**src/rtl/uart_tx_arbiter.sv**
```systemverilog
// Round-robin arbiter that shares one uart_tx among NREQ byte producers.
// A requester keeps the transmitter locked across a packet until it presents a byte with req_last set.
module uart_tx_arbiter #(
  parameter int NREQ         = 2,
  parameter int DBIT         = 8,
  parameter int HOLD_TIMEOUT = 16
) (
  input  logic                 clk,
  input  logic                 reset,
  input  logic [NREQ-1:0]      req_valid,
  input  logic [NREQ-1:0]      req_last,
  input  logic [NREQ*DBIT-1:0] req_data,
  output logic [NREQ-1:0]      req_ready,
  output logic [NREQ-1:0]      grant,
  output logic                 tx_start,
  output logic [DBIT-1:0]      tx_din,
  input  logic                 tx_done_tick,
  output logic                 busy,
  output logic                 lock_timeout
);

  localparam int PW = (NREQ > 1) ? $clog2(NREQ) : 1;
  localparam int CW = $clog2(HOLD_TIMEOUT + 1);
  localparam logic [CW-1:0]   HOLD_LAST = CW'(HOLD_TIMEOUT - 1);
  localparam logic [NREQ-1:0] ONE_HOT0  = {{(NREQ-1){1'b0}}, 1'b1};

  typedef enum logic [1:0] {
    ST_IDLE = 2'd0,
    ST_LOAD = 2'd1,
    ST_WAIT = 2'd2,
    ST_HOLD = 2'd3
  } state_t;

  state_t          state_r, state_s;
  logic [PW-1:0]   ptr_r, ptr_s;
  logic [PW-1:0]   owner_r, owner_s;
  logic [PW-1:0]   winner_s, owner_next_s;
  logic            any_valid_s;
  logic [NREQ-1:0] grant_r, grant_s, ready_s;
  logic [DBIT-1:0] din_r, din_s;
  logic            last_r, last_s;
  logic            timeout_r, timeout_s;
  logic [CW-1:0]   hold_cnt_r, hold_cnt_s;

  assign owner_next_s = (owner_r == PW'(NREQ - 1)) ? {PW{1'b0}} : owner_r + PW'(1);

  // Round-robin search; scanning backwards leaves the first valid index from ptr as winner.
  always_comb begin
    any_valid_s = 1'b0;
    winner_s    = {PW{1'b0}};
    for (int k = NREQ - 1; k >= 0; k--) begin
      if (req_valid[(int'(ptr_r) + k) % NREQ]) begin
        any_valid_s = 1'b1;
        winner_s    = PW'((int'(ptr_r) + k) % NREQ);
      end else begin
        any_valid_s = any_valid_s;
      end
    end
  end

  // Next-state, accept decode and capture of the accepted byte.
  always_comb begin
    state_s    = state_r;
    ptr_s      = ptr_r;
    owner_s    = owner_r;
    grant_s    = grant_r;
    din_s      = din_r;
    last_s     = last_r;
    hold_cnt_s = hold_cnt_r;
    timeout_s  = 1'b0;
    ready_s    = {NREQ{1'b0}};
    case (state_r)
      ST_IDLE: begin
        if (any_valid_s) begin
          ready_s[winner_s] = 1'b1;
          din_s             = req_data[int'(winner_s)*DBIT +: DBIT];
          last_s            = req_last[winner_s];
          owner_s           = winner_s;
          grant_s           = ONE_HOT0 << winner_s;
          state_s           = ST_LOAD;
        end else begin
          state_s = ST_IDLE;
        end
      end
      ST_LOAD: begin
        state_s = ST_WAIT;
      end
      ST_WAIT: begin
        if (tx_done_tick && last_r) begin
          grant_s = {NREQ{1'b0}};
          ptr_s   = owner_next_s;
          state_s = ST_IDLE;
        end else if (tx_done_tick) begin
          hold_cnt_s = {CW{1'b0}};
          state_s    = ST_HOLD;
        end else begin
          state_s = ST_WAIT;
        end
      end
      ST_HOLD: begin
        // An accept in the last hold cycle wins over the timeout.
        if (req_valid[owner_r]) begin
          ready_s[owner_r] = 1'b1;
          din_s            = req_data[int'(owner_r)*DBIT +: DBIT];
          last_s           = req_last[owner_r];
          state_s          = ST_LOAD;
        end else if (hold_cnt_r == HOLD_LAST) begin
          timeout_s = 1'b1;
          grant_s   = {NREQ{1'b0}};
          ptr_s     = owner_next_s;
          state_s   = ST_IDLE;
        end else begin
          hold_cnt_s = hold_cnt_r + CW'(1);
        end
      end
      default: begin
        state_s = ST_IDLE;
      end
    endcase
  end

  // State and datapath registers.
  always_ff @(posedge clk or posedge reset) begin
    if (reset) begin
      state_r    <= ST_IDLE;
      ptr_r      <= {PW{1'b0}};
      owner_r    <= {PW{1'b0}};
      grant_r    <= {NREQ{1'b0}};
      din_r      <= {DBIT{1'b0}};
      last_r     <= 1'b0;
      timeout_r  <= 1'b0;
      hold_cnt_r <= {CW{1'b0}};
    end else begin
      state_r    <= state_s;
      ptr_r      <= ptr_s;
      owner_r    <= owner_s;
      grant_r    <= grant_s;
      din_r      <= din_s;
      last_r     <= last_s;
      timeout_r  <= timeout_s;
      hold_cnt_r <= hold_cnt_s;
    end
  end

  // Masked during reset so no requester sees an accept while the arbiter is held.
  assign req_ready    = ready_s & {NREQ{~reset}};
  assign grant        = grant_r;
  assign tx_start     = (state_r == ST_LOAD);
  assign tx_din       = din_r;
  assign busy         = (state_r != ST_IDLE);
  assign lock_timeout = timeout_r;

endmodule

```
**config.mk**
```make
export PLATFORM = sky130hd
export DESIGN_NAME = uart_tx_arbiter
export DESIGN_NICKNAME = d
export VERILOG_FILES = /design/src/rtl/uart_tx_arbiter.sv
export SDC_FILE = /design/constraint.sdc
export NUM_CORES = 1
export LEC_CHECK = 0
export CAP_MARGIN = 20
export CORE_MARGIN = 5
export CORE_UTILIZATION = 40
export DETAILED_ROUTE_END_ITERATION = 10
export PLACE_DENSITY_LB_ADDON = 0.25
export SYNTH_ARGS = -nofsm -noshare
export SYNTH_HDL_FRONTEND = slang
export SYNTH_SLANG_ARGS = --single-unit
```
**constraint.sdc**
```tcl
create_clock -name clk -period 1.7 [get_ports clk]
set_clock_uncertainty 0.05 [all_clocks]
set_input_delay 0.34 -clock clk [delete_from_list [all_inputs] [get_ports clk]]
set_output_delay 0.34 -clock clk [all_outputs]
set_load 0.01 [all_outputs]
```
==> results of run 1 <==
-- worst max-delay path by stage --
stage | to | startpoint
final | req_ready[0] | state_r[1]$_DFFE_PP0P_
after global routing | req_ready[1] | state_r[0]$_DFFE_PP0P_
after CTS | req_ready[0] | state_r[1]$_DFFE_PP0P_
after detailed placement | req_ready[0] | req_valid[1]
after global placement | req_ready[1] | req_valid[0]
after floorplan | grant[0]$_DFFE_PP0P_ | hold_cnt_r[0]$_DFFE_PP0P_
-- critical path, delay by kind of cell (launching register included) --
kind	cells	cell delay [ps]
fa+ha+maj	1	210
buf+inv	2	290
flops	1	460
simple gates	1	290
-- power by group --
group          switching (uW)  internal (uW)  total [uW]
registers                 169            713         883
logic                    1230           1500        2730
clock network             165           87.7         253
total                    1570           2300        3860
-- synth_stat cells, types with 2 or more instances --
cell type,instances
nand2_1,8
dfrtp_1,21
nand3_1,3
nand2b_1,4
buf_6,2
nand4_1,2
mux2i_1,11
a21oi_1,13
ha_1,7
o21ai_0,2
mux2_1,2
a31o_2,2
nor2_1,12
o2bb2ai_1,2
nor4b_1,2
inv_1,9
-- layer usage --
layer / up-vias / GRT usage, %
li1: 586 / -
met1: 613 / 19.5
met2: 39 / 34.7
met3: 10 / 4.10
met4: 0 / 6.74
met5: - / 0
-- cells in the final DEF (no fill, tap or decap), types with 2 or more instances in the layout --
cell             Yosys  layout
nand4_1              2       2
ha_2                 0       2
nand2_1              8       6
ha_4                 0       5
inv_2                0       3
nand2b_1             4       3
mux2i_1             11      11
dfrtp_1             21      20
buf_4                1      28
clkdlybuf4s50_1      0      27
mux2_4               0       2
nand3_1              3       2
buf_6                2       7
a21oi_2              1       2
dlymetal6s2s_1       0       6
inv_1                9       5
nor2_1              12       5
and3_4               1       2
clkbuf_4             0       3
a21oi_1             13      10
nor2_2               0       6
buf_2                1       3
a21oi_4              0       2
a31o_2               2       2
-- what timing repair did --
item	in CTS	in global routing
gates cloned	0	1
setup endpoints to repair	20	22
pin swaps	7	12
gates resized for setup	43	34
setup buffers	3	8
endpoints found under the hold margin	0	0
-- state kept, by name, summed over array words and instances, names as in the netlist --
| signal | flops |
|---|---|
| lock_timeout | 1 |
| last_r | 1 |
| hold_cnt_r | 5 |
| ptr_r | 1 |
| owner_r | 1 |
| state_r | 2 |
| tx_din | 8 |
| grant | 2 |
-- logic make-up (layout without fill, tap and decap cells) --
kind of cell | Yosys count | after routing | share of synthesized area [%]
simple gates | 38 | 38 | 16.3
flops | 21 | 21 | 43.3
mux | 14 | 14 | 12.0
buf+inv | 13 | 86 | 5.66
compound gates | 28 | 29 | 15.6
fa+ha+maj | 7 | 7 | 7.21
-- metrics by stage --
stage	power (uW)	util, %
3_5_place_dp	2950	62.2
5_1_grt	4130	73.5
2_1_floorplan	1990	-
6_report	3860	73.5
4_1_cts	3520	67.4
3_3_place_gp	2860	62.2
-- final cells by class --
cell class                 instances  area (um2)
multi-input combinational         88         873
fill                             224         788
timing repair buffer              73         684
sequential                        21         527
tap                               33        41.3
inverter                           9        36.3
clock buffer                       3        22.5
clock inverter                     1        5.00
==> metrics.txt, run 1 <==
# TYPE chip_impl_metric gauge
chip_impl_info{name="synthTopCellsByArea",value="dfrtp_1 (43%), mux2i_1 (9.1%), ha_1 (7.2%), a21oi_1 (5.4%), nor2_1 (3.7%)"} 1
chip_impl_info{name="slowest_stage",value="dfrtp_2"} 1
chip_impl_metric{name="endpoint_required_time_on_the_critical_path",unit="ps"} 1310
chip_impl_metric{name="via_count_of_the_first_global_routing_pass",unit=""} 1343
chip_impl_metric{name="number_of_antenna_violations_at_the_first_check_in_global_routing",unit=""} 0
chip_impl_metric{name="tns",unit="ps"} -1090
chip_impl_metric{name="gp_routability_congestion",unit=""} 0.788
chip_impl_metric{name="setup_slack",unit="ps"} -246
chip_impl_metric{name="n_antenna_cell",unit=""} 0
chip_impl_metric{name="core_area",unit="um2"} 2980
chip_impl_metric{name="chipHeight",unit="um"} 65.1
chip_impl_metric{name="maximum_vdd_ir_drop",unit="mV"} 1.07
chip_impl_info{name="violations",value="negative setup slack"} 1
chip_impl_metric{name="crit_path_max_incr_delay",unit="ps"} 460
chip_impl_metric{name="power-per-cell-area",unit="nW/um2"} 1760
chip_impl_metric{name="post-place-ws",unit="ps"} -505
chip_impl_info{name="rsz0062_at_grt",value="yes"} 1
chip_impl_info{name="worst_setup_path_end_kind",value="output pin"} 1
chip_impl_metric{name="cts-hold-fix-buffers",unit=""} 0
chip_impl_metric{name="initialDrtViolationCount",unit=""} 34
chip_impl_metric{name="timing.critical_path.arrival",unit="ps"} 1560
chip_impl_metric{name="finalMaxSlewViolations",unit=""} 0
chip_impl_info{name="synth_ff_type",value="dfrtp_1"} 1
chip_impl_metric{name="synth_enable_flop_cells",unit=""} 0
chip_impl_metric{name="place_hpwl",unit="mm"} 2.63
chip_impl_metric{name="finalCriticalPeriod",unit="ps"} 1950
chip_impl_metric{name="netlist_instances",unit=""} 121
chip_impl_metric{name="post_synth_num_cell_types",unit=""} 35
chip_impl_metric{name="yosysTopAreaCellShare",unit="%"} 43.3
chip_impl_metric{name="wl_per_cell",unit="um"} 16.6
chip_impl_metric{name="dr_total_vias",unit=""} 1248
chip_impl_metric{name="io_pins",unit=""} 38
chip_impl_metric{name="dpl_cell_area",unit="um2"} 1850
chip_impl_metric{name="synth-warning-count",unit=""} 0
chip_impl_metric{name="rows",unit=""} 20
chip_impl_info{name="highest-signal-layer",value="met4"} 1
chip_impl_metric{name="synthToLayoutAreaGrowth",unit="%"} 80.2
chip_impl_metric{name="p_leak",unit="uW"} 0.000984
chip_impl_metric{name="cell_area_synth",unit="um2"} 1210
chip_impl_metric{name="finalHoldViolations",unit=""} 0
chip_impl_info{name="crit_path_cell_trace",value="inv_2, ha_4, nor4b_4, buf_2"} 1
chip_impl_info{name="criticalPathCategory",value="flip-flop to output pin"} 1
chip_impl_metric{name="detailroute.wirelength.met3",unit="um"} 215
chip_impl_metric{name="instances_no_fill",unit=""} 228
chip_impl_metric{name="cts_max_level",unit=""} 1
chip_impl_info{name="tritoncts",value="done"} 1
chip_impl_metric{name="placed_cells_incl_taps",unit=""} 214
chip_impl_metric{name="grt.total_usage",unit="%"} 18.3
chip_impl_metric{name="clock_sink_count",unit=""} 21
chip_impl_metric{name="synth_seq_cells",unit=""} 21
chip_impl_info{name="cts_root_buffer",value="clkbuf_4"} 1
chip_impl_info{name="worstHoldPathType",value="primary input to asynchronous set/reset pin"} 1
chip_impl_info{name="status",value="complete, but fails checks"} 1
chip_impl_metric{name="fin_worst_hold_slack",unit="ps"} 438
chip_impl_metric{name="grt_max_degree",unit=""} 22
chip_impl_metric{name="final.period_utilization",unit="%"} 114
chip_impl_metric{name="grt_remaining_overflow",unit=""} 0
chip_impl_metric{name="setup.reg_to_reg.worst_slack",unit="ps"} -220
chip_impl_metric{name="drt.antenna.violating_nets",unit=""} 0
chip_impl_metric{name="worstRegToRegCells",unit=""} 8
chip_impl_metric{name="synth_sequential_area_ratio",unit="%"} 43.3
chip_impl_metric{name="route.met2.wl",unit="mm"} 2.03
chip_impl_metric{name="synth_async_sr_flop_share",unit="%"} 100
chip_impl_metric{name="cts_made_buffers",unit=""} 3
chip_impl_metric{name="worstSkewPairLatency",unit="ps"} 300
chip_impl_metric{name="maxClockFrequency",unit="MHz"} 514
chip_impl_metric{name="die_area",unit="um2"} 4240
chip_impl_metric{name="avgViaCountPerCell",unit=""} 5.47
chip_impl_info{name="r2r_end",value="grant[0]$_DFFE_PP0P_"} 1
chip_impl_metric{name="place.port_buffers",unit=""} 37
chip_impl_metric{name="post_route_cells_drive_above_1_share",unit="%"} 46.2
chip_impl_metric{name="setup-violations-final",unit=""} 10
chip_impl_metric{name="critPathMaxFanout",unit=""} 3
chip_impl_info{name="rr_startpoint",value="state_r[1]$_DFFE_PP0P_"} 1
chip_impl_metric{name="timing.max_cap.violations",unit=""} 0
chip_impl_metric{name="detail_route.wirelength",unit="mm"} 3.79
chip_impl_metric{name="synth.net_count",unit=""} 151
chip_impl_metric{name="per_instance_average_area_after_synthesis",unit="um2"} 10.0
chip_impl_metric{name="drt-pass1-iter-count",unit=""} 4
chip_impl_metric{name="dieWidth",unit="um"} 65.1
chip_impl_metric{name="cts_max_path_bufs",unit=""} 2
chip_impl_metric{name="nets",unit=""} 226
chip_impl_metric{name="timing.max_slew.rel_slack",unit="%"} 80.7
chip_impl_metric{name="first_pass_grt_wire_length",unit="mm"} 6.00
chip_impl_metric{name="initial_core_util",unit="%"} 40.8
chip_impl_info{name="synth_largest_area_cell",value="dfrtp_1"} 1
chip_impl_metric{name="worst-slew-pin-transition",unit="ps"} 290
chip_impl_metric{name="path_clk_slew",unit="ps"} 130
chip_impl_metric{name="fin_area",unit="um2"} 2190
chip_impl_metric{name="drt-met1-wl",unit="mm"} 1.41
chip_impl_metric{name="drcViolationCount",unit=""} 0
chip_impl_info{name="critPathLaunchType",value="flip-flop"} 1
Note: power is estimated with default switching activity, not from simulation.
==> run 2: changes to the inputs <==
--- a/config.mk
+++ b/config.mk
@@ -9,6 +9,7 @@
 export CORE_MARGIN = 5
 export CORE_UTILIZATION = 40
 export DETAILED_ROUTE_END_ITERATION = 10
+export MAX_ROUTING_LAYER = met4
 export PLACE_DENSITY_LB_ADDON = 0.25
 export SYNTH_ARGS = -nofsm -noshare
 export SYNTH_HDL_FRONTEND = slang
==> run 2 against run 1 <==
Net effect: the run still ends with negative setup slack left; hold slack better by 3.0 ps; worst setup slack improved by 1.1 ps; routed wire length decreased by 0.58%; largest power group unchanged; highest routed layer unchanged.
==> metrics.txt, run 2 (same netlist as run 1, synthesis figures left out) <==
# TYPE chip_impl_metric gauge
chip_impl_info{name="status",value="complete, but fails checks"} 1
chip_impl_info{name="violations",value="negative setup slack"} 1
chip_impl_info{name="cts_root_buffer",value="clkbuf_4"} 1
chip_impl_metric{name="worst-slew-pin-transition",unit="ps"} 287
chip_impl_metric{name="wl_per_cell",unit="um"} 16.5
chip_impl_info{name="mostFrequentLayoutCells",value="buf_4 (28), clkdlybuf4s50_1 (27), dfrtp_1 (20)"} 1
chip_impl_info{name="critPathLaunchType",value="flip-flop"} 1
chip_impl_metric{name="instances_no_fill",unit=""} 228
chip_impl_info{name="worstHoldPathType",value="primary input to asynchronous set/reset pin"} 1
chip_impl_metric{name="grt_max_degree",unit=""} 22
chip_impl_metric{name="clock_sink_count",unit=""} 21
chip_impl_metric{name="worstSkewPairLatency",unit="ps"} 300
chip_impl_metric{name="multi_input_area",unit="um2"} 873
chip_impl_metric{name="place.port_buffers",unit=""} 37
chip_impl_metric{name="p_leak",unit="uW"} 0.000984
chip_impl_metric{name="cts-hold-fix-buffers",unit=""} 0
chip_impl_info{name="worst_setup_path_end_kind",value="output pin"} 1
chip_impl_metric{name="setup-violations-final",unit=""} 9
chip_impl_metric{name="placed_cells_incl_taps",unit=""} 214
chip_impl_metric{name="rows",unit=""} 20
chip_impl_metric{name="avgViaCountPerCell",unit=""} 5.40
chip_impl_metric{name="cts_made_buffers",unit=""} 3
chip_impl_metric{name="crit_path_max_incr_delay",unit="ps"} 460
chip_impl_metric{name="maximum_vdd_ir_drop",unit="mV"} 1.08
chip_impl_metric{name="die_area",unit="um2"} 4240
chip_impl_metric{name="endpoint_required_time_on_the_critical_path",unit="ps"} 1310
chip_impl_metric{name="filler_cell_count",unit=""} 222
chip_impl_metric{name="io_pins",unit=""} 38
chip_impl_metric{name="finalHoldViolations",unit=""} 0
chip_impl_metric{name="drt.antenna.violating_nets",unit=""} 0
chip_impl_metric{name="number_of_antenna_violations_at_the_first_check_in_global_routing",unit=""} 0
chip_impl_info{name="rr_startpoint",value="state_r[1]$_DFFE_PP0P_"} 1
chip_impl_metric{name="drcViolationCount",unit=""} 0
chip_impl_metric{name="setup.reg_to_reg.worst_slack",unit="ps"} -220
chip_impl_metric{name="cts_max_path_bufs",unit=""} 2
chip_impl_metric{name="final.period_utilization",unit="%"} 114
chip_impl_metric{name="n_antenna_cell",unit=""} 0
chip_impl_metric{name="maxClockFrequency",unit="MHz"} 514
chip_impl_metric{name="timing.max_slew.rel_slack",unit="%"} 80.9
chip_impl_metric{name="timing.max_cap.violations",unit=""} 0
chip_impl_metric{name="dr_total_vias",unit=""} 1231
chip_impl_metric{name="critPathMaxFanout",unit=""} 3
chip_impl_metric{name="detail_route.wirelength",unit="mm"} 3.77
chip_impl_metric{name="nets",unit=""} 226
chip_impl_metric{name="via_count_of_the_first_global_routing_pass",unit=""} 1347
chip_impl_metric{name="grt_remaining_overflow",unit=""} 0
chip_impl_metric{name="post-place-ws",unit="ps"} -505
chip_impl_metric{name="chipHeight",unit="um"} 65.1
chip_impl_metric{name="initial_core_util",unit="%"} 40.8
chip_impl_metric{name="grt.total_usage",unit="%"} 18.8
chip_impl_info{name="rsz0062_at_grt",value="yes"} 1
chip_impl_metric{name="path_clk_slew",unit="ps"} 130
chip_impl_metric{name="finalMaxSlewViolations",unit=""} 0
chip_impl_info{name="r2r_end",value="grant[0]$_DFFE_PP0P_"} 1
chip_impl_metric{name="place_hpwl",unit="mm"} 2.63
chip_impl_info{name="kind_of_cell_with_the_highest_combined_delay_on_the_critical_path",value="flip-flops"} 1
chip_impl_metric{name="timing.critical_path.arrival",unit="ps"} 1550
chip_impl_metric{name="dieWidth",unit="um"} 65.1
chip_impl_info{name="slowest_stage",value="dfrtp_2"} 1
chip_impl_metric{name="cts_max_level",unit=""} 1
chip_impl_metric{name="largest_register_ff_count",unit=""} 8
chip_impl_metric{name="worstRegToRegCells",unit=""} 8
chip_impl_metric{name="timing.critical_path.buf_inv",unit=""} 2
chip_impl_metric{name="initialDrtViolationCount",unit=""} 32
chip_impl_info{name="crit_path_cell_trace",value="inv_2, ha_4, nor4b_4, buf_2"} 1
chip_impl_metric{name="area.sequential",unit="um2"} 527
chip_impl_metric{name="power-per-cell-area",unit="nW/um2"} 1770
chip_impl_info{name="criticalPathCategory",value="flip-flop to output pin"} 1
chip_impl_metric{name="drt-pass1-iter-count",unit=""} 4
chip_impl_metric{name="first_pass_grt_wire_length",unit="mm"} 5.98
chip_impl_info{name="tritoncts",value="done"} 1
chip_impl_metric{name="post_route_cells_drive_above_1_share",unit="%"} 46.2
chip_impl_metric{name="gp_routability_congestion",unit=""} 0.800
chip_impl_metric{name="setup_slack",unit="ps"} -245
chip_impl_metric{name="synthToLayoutAreaGrowth",unit="%"} 80.2
chip_impl_metric{name="finalCriticalPeriod",unit="ps"} 1940
chip_impl_metric{name="core_area",unit="um2"} 2980
chip_impl_info{name="most_common_cell_after_layout_fill_and_taps_aside",value="buf_4"} 1
-- run 2: cell counts in the layout (fill, tap and decap cells not counted) --
Identical to the previous run, type by type.
-- run 2: metrics by stage --
step                      setup TNS [ps]  util (%)  cell area, um2  total power (uW)  hold slack (ps)
after global placement             -3630      62.2            1850              2860              427
after global routing               -1810      73.5            2190              4140              481
after floorplan                        0         -            1260              1990              267
final                              -1050      73.5            2190              3870              441
after CTS                           -663      67.4            2010              3520              446
after detailed placement           -5230      62.2            1850              2950              447
-- run 2: worst reg2reg max path: stages (launching register included) --
cell       delay (ps)
dfrtp_2           460
ha_4              190
buf_4             130
buf_6             110
buf_6             110
nor2b_4           130
a21oi_4           170
o2111ai_4         150
mux2_4            320
-- run 2: final cells by class --
type                    instances  share of cell area [%]
flip-flops and latches         21                    24.1
well taps                      33                    1.89
inverters                       9                    1.66
clock buffers                   3                    1.03
repair buffers                 73                    31.3
multi-input cells              88                    39.9
clock inverters                 1                   0.229
-- run 2: metal layers --
| layer | global-route usage, % | share of wire [%] |
|---|---|---|
| met1 | 19.7 | 39 |
| met2 | 34.7 | 53 |
| met3 | 3.93 | 4.7 |
| met4 | 6.74 | 3.0 |
| met5 | - | 0 |
-- run 2: worst max path at each step --
stage	from	endpoint	slack, ps	cells past startpoint
2_1_floorplan	hold_cnt_r[0]$_DFFE_PP0P_	grant[0]$_DFFE_PP0P_	6	7
3_3_place_gp	req_valid[0]	req_ready[1]	-430	5
3_5_place_dp	req_valid[1]	req_ready[0]	-500	5
4_1_cts	state_r[1]$_DFFE_PP0P_	req_ready[0]	-230	5
5_1_grt	state_r[0]$_DFFE_PP0P_	req_ready[1]	-340	5
6_report	state_r[1]$_DFFE_PP0P_	req_ready[0]	-240	4
-- run 2: timing repair --
item | 4_1_cts | 5_1_grt
pin swaps | 7 | 12
gates cloned | 0 | 1
setup endpoints to repair | 20 | 22
resized for setup | 43 | 34
buffers inserted | 3 | 8
hold endpoints to repair | 0 | 0
-- run 2: power by group --
group / internal [uW] / switching, uW
registers: 713 / 173
clock network: 87.7 / 164
logic: 1490 / 1240
total: 2290 / 1580
==> run 3: changes to the inputs <==
--- a/config.mk
+++ b/config.mk
@@ -8,6 +8,7 @@
 export CAP_MARGIN = 20
 export CORE_MARGIN = 5
 export CORE_UTILIZATION = 40
+export CTS_CLUSTER_SIZE = 16
 export DETAILED_ROUTE_END_ITERATION = 10
 export MAX_ROUTING_LAYER = met4
 export PLACE_DENSITY_LB_ADDON = 0.25
==> results of run 3 <==
Same layout as run 2: the final DEF is identical, and so are final timing and power.
